<file path="config.mk">
export PLATFORM = sky130hd
export DESIGN_NAME = half_adder_gatelevel_flat
export DESIGN_NICKNAME = d
export VERILOG_FILES = /design/src/rtl/half_adder_gatelevel_if.sv /design/src/rtl/half_adder_gatelevel.sv /design/src/flat_wrapper.sv
export SDC_FILE = /design/constraint.sdc
export NUM_CORES = 1
export LEC_CHECK = 0
export BUFFER_PORTS_ARGS = -buffer_cell sky130_fd_sc_hd__buf_2
export CAP_MARGIN = 0
export CORE_AREA = 2 2 39 41
export CTS_CLUSTER_DIAMETER = 100
export CTS_CLUSTER_SIZE = 14
export DETAILED_ROUTE_END_ITERATION = 7
export DIE_AREA = 0 0 41 43
export PLACE_DENSITY = 0.34
export SLEW_MARGIN = 20
export SYNTH_ARGS = -nofsm -noshare
export SYNTH_HDL_FRONTEND = slang
export SYNTH_SLANG_ARGS = --single-unit
</file>
<file path="constraint.sdc">
create_clock -name clk -period 1 [get_ports clk]
set_clock_uncertainty 0.2 [all_clocks]
set_input_delay 0.3 -clock clk [delete_from_list [all_inputs] [get_ports clk]]
set_output_delay 0.3 -clock clk [all_outputs]
set_load 0.02 [all_outputs]
</file>
<file path="src/rtl/half_adder_gatelevel_if.sv">
// Operand/result bundle for the half-adder bank: master drives operands, slave returns results.
// Carries both the zero-latency combinational results and the one-cycle registered copy.
interface half_adder_gatelevel_if #(
   parameter int WIDTH = 1
);
   logic [WIDTH-1:0] in1;
   logic [WIDTH-1:0] in2;
   logic             in_valid;
   logic [WIDTH-1:0] sum;
   logic [WIDTH-1:0] carry;
   logic [WIDTH-1:0] sum_q;
   logic [WIDTH-1:0] carry_q;
   logic             out_valid;

   modport master (
      output in1,
      output in2,
      output in_valid,
      input  sum,
      input  carry,
      input  sum_q,
      input  carry_q,
      input  out_valid
   );

   modport slave (
      input  in1,
      input  in2,
      input  in_valid,
      output sum,
      output carry,
      output sum_q,
      output carry_q,
      output out_valid
   );
endinterface

</file>
<file path="src/rtl/half_adder_gatelevel.sv">
// Bank of WIDTH independent gate-level half adders; comb outputs at zero latency, registered copy one cycle later.
// No backpressure: in_valid captures every cycle it is high, otherwise registers hold and out_valid drops.
module half_adder_gatelevel #(
   parameter int WIDTH = 1
) (
   input  logic                  clk,
   input  logic                  rst_n,
   half_adder_gatelevel_if.slave bus
);
   wire [WIDTH-1:0] in1_w;
   wire [WIDTH-1:0] in2_w;
   wire [WIDTH-1:0] sum_w;
   wire [WIDTH-1:0] carry_w;

   logic [WIDTH-1:0] sum_d;
   logic [WIDTH-1:0] carry_d;
   logic             out_valid_d;
   logic [WIDTH-1:0] sum_q;
   logic [WIDTH-1:0] carry_q;
   logic             out_valid_q;

   assign in1_w = bus.in1;
   assign in2_w = bus.in2;

   // Primitives keep X/Z semantics exact: an AND with a known 0 still yields carry 0.
   genvar i;
   generate
      for (i = 0; i < WIDTH; i++) begin : g_lane
         xor u_xor (sum_w[i], in1_w[i], in2_w[i]);
         and u_and (carry_w[i], in1_w[i], in2_w[i]);
      end
   endgenerate

   always_comb begin
      sum_d       = sum_q;
      carry_d     = carry_q;
      out_valid_d = 1'b0;
      if (bus.in_valid) begin
         sum_d       = sum_w;
         carry_d     = carry_w;
         out_valid_d = 1'b1;
      end
   end

   always_ff @(posedge clk) begin
      if (!rst_n) begin
         sum_q       <= '0;
         carry_q     <= '0;
         out_valid_q <= 1'b0;
      end else begin
         sum_q       <= sum_d;
         carry_q     <= carry_d;
         out_valid_q <= out_valid_d;
      end
   end

   assign bus.sum       = sum_w;
   assign bus.carry     = carry_w;
   assign bus.sum_q     = sum_q;
   assign bus.carry_q   = carry_q;
   assign bus.out_valid = out_valid_q;
endmodule

</file>
<file path="src/flat_wrapper.sv">
// flat-port wrapper written by rule: the top's interface ports become plain ports
module half_adder_gatelevel_flat 
#(
   parameter int WIDTH = 1
)
  (clk, rst_n, bus_in1, bus_in2, bus_in_valid, bus_sum, bus_carry, bus_sum_q, bus_carry_q, bus_out_valid);
  half_adder_gatelevel_if #(.WIDTH(WIDTH)) bus_i ();
  input  logic clk;
  input  logic rst_n;
  input wire logic [$bits(bus_i.in1)-1:0] bus_in1;
  input wire logic [$bits(bus_i.in2)-1:0] bus_in2;
  input wire logic [$bits(bus_i.in_valid)-1:0] bus_in_valid;
  output wire logic [$bits(bus_i.sum)-1:0] bus_sum;
  output wire logic [$bits(bus_i.carry)-1:0] bus_carry;
  output wire logic [$bits(bus_i.sum_q)-1:0] bus_sum_q;
  output wire logic [$bits(bus_i.carry_q)-1:0] bus_carry_q;
  output wire logic [$bits(bus_i.out_valid)-1:0] bus_out_valid;
  assign bus_i.in1 = bus_in1;
  assign bus_i.in2 = bus_in2;
  assign bus_i.in_valid = bus_in_valid;
  assign bus_sum = bus_i.sum;
  assign bus_carry = bus_i.carry;
  assign bus_sum_q = bus_i.sum_q;
  assign bus_carry_q = bus_i.carry_q;
  assign bus_out_valid = bus_i.out_valid;
  half_adder_gatelevel #(.WIDTH(WIDTH)) u_core (.clk(clk), .rst_n(rst_n), .bus(bus_i));
endmodule
</file>
==> results.toml <==
[outcome]
status = "complete, but fails checks"
violations = "setup timing"

[global_routing]
busiest_layer = "met4"
grt_overflow = 0
globalRouteMet2Util_pct = 5.00
grt_max_degree = 4
grt.total_usage_pct = 4.91
met3_usage_pct = 5.76
grt_use_met1_pct = 4.17
grt_pass1_vias = 137
grt_first_pass_wirelength_um = 489
antenna_found_initial = 0

[drt]
routed_via_density = 3.26
routed_wl_um = 335
drtIter0Drc = 1
post_drt_wl_per_cell_um = 8.59
dr.pass1.iters = 2
drc = 0
postRouteAntennaNets = 0
route.vias.total = 127

[finish]
area_delta_synth_final_pct = 141
drive_above_1_share_pct = 78.3
diodes = 0
design_area_um2 = 272
final_core_util_pct = 19.6
fillers = 154
layoutNonFillerInstCount = 39
nets = 30

[floorplanning]
ioPinCount = 10
die_w_um = 41
num_rows = 14
die_height_um = 43
fp.coreArea_mm2 = 0.00138
initial_utilization_pct = 8.14
die_area_mm2 = 0.00176

[timing]
tightest_slew_ps = 132
fmax_ghz = 0.790
setup_slack_ps = -267
hold_viol = 0
finalSetupViolCount = 5
drv_slew = 0
period_share_pct = 127
slew_headroom_pct = 91.0
min_period_ps = 1270
rsz0062_at_grt = "true"

[synthesis]
yosys_warnings = 0
synth-seq-cells = 3
avgSynthCellArea_um2 = 12.5
synthCells = 9
syn_area_um2 = 113
synth_fp_nets = 15
synth.distinct_cells = 5
seq_area_frac_synth_pct = 53.3

[clocking]
cts-buffers-inserted = 3
htreeDepth = 1
clock_path_buffers = 2
clock-root-buffer = "clkbuf_4"
insertion_delay_ps = 230
cts_tree = "done"
cts_sinks = 3
clk_pin_slew_ps = 40

[setup_path]
crit_arrival_ps = 770
critPathLaunchType = "input pin"
critical_path_class = "input pin to output port"
r2r_slack_ps = 180
crit_fanout = 2
end_kind = "output port"
required_ps = 500

[power_and_ir_drop]
swShare_pct = 23.8
p_seq_share_pct = 30.7
intPower_uw = 330
peakVddDrop_mv = 0.368
clockPowerShare_pct = 49.0
finalPower_uw = 432
switchingPower_uw = 103
p_leak_nw = 0.122
pwr-share-comb_pct = 20.3
pwr_density_cell_mw_per_mm2 = 1590

[place]
hpwl_um = 261
routabilityCongestion = 0.486
portBuffers = 9
dp.cells = 35
placed_area_um2 = 198

[hold_path]
min_path_type = "input pin to flop"

[run]
cap_violations = 0
## cell families (layout without fill, tap and decap cells)
kind of cell / after synthesis / after routing / share of synthesized area (%)
flip-flops: 3 / 3 / 53.3
buffers and inverters: 0 / 14 / 0
AND/OR/NAND/NOR: 3 / 3 / 17.8
multiplexers: 2 / 2 / 17.8
adder cells (fa/ha/maj): 1 / 1 / 11.1
## worst max-delay path, cell delays in order
cell	delay, ps
buf_6	90
ha_4	260
buf_6	110
## power by group through the flow
stage	clock network [mW]	registers (mW)	logic (mW)
finish	0.212	0.133	0.0878
global route	0.236	0.134	0.0955
CTS	0.227	0.133	0.0896
detailed placement	0	0.132	0.0664
global placement	0	0.132	0.0647
floorplan	0	0.140	0.0323
## synth_stat cells, drive strengths merged
library cell  instances  area [µm²]
dfxtp                 3        60.1
mux2i                 2        20.0
nor2b                 2        12.5
and2                  1        7.51
ha                    1        12.5
## registers in the layout (all words and copies together) (netlist names)
signal                flops
u_core.bus.sum_q          1
u_core.bus.out_valid      1
u_core.bus.carry_q        1
## repair_timing
action	4_1_cts	5_1_grt
setup endpoints to repair	5	5
buffers inserted	0	0
pin swaps	1	1
hold endpoints to repair	0	0
hold buffers	0	0
gates resized for setup	15	0
## routing by layer
metal	routed length (µm)	part of all wire, %
met1	115	34
met4	6	1.8
met3	79	24
met5	0	0
met2	133	40
## area by class of cell
type,instances,area [µm²],area share (%)
clock buffers,4,26.3,9.68
multi-input cells,6,65.1,24.0
flip-flops and latches,3,63.8,23.5
well taps,16,20.0,7.37
repair buffers,10,96.3,35.5
## stage by stage
stage	hold slack, ps	setup WS (ps)	setup TNS (ps)
after floorplan	228	-78.2	-115
after global routing	138	-280	-1030
after CTS	104	-272	-979
final	112	-267	-925
after global placement	296	-326	-865
after detailed placement	310	-332	-890
## cell usage in the layout (no fill, tap or decap), drive strengths merged
cell / n
and2: 1
nor2b: 2
mux2i: 2
clkbuf: 4
dfxtp: 3
ha: 1
buf: 10
## worst paths after layout
kind	from	depth (start not counted)	endpoint
hold reg to reg	u_core.bus.sum_q$_SDFFE_PN0P_	2	u_core.bus.sum_q$_SDFFE_PN0P_
setup reg to reg	u_core.bus.carry_q$_SDFFE_PN0P_	2	u_core.bus.carry_q$_SDFFE_PN0P_
setup / recovery	bus_in1	3	bus_sum
hold / removal	rst_n	2	u_core.bus.sum_q$_SDFFE_PN0P_
No activity file was read; power rests on OpenSTA's default activity.
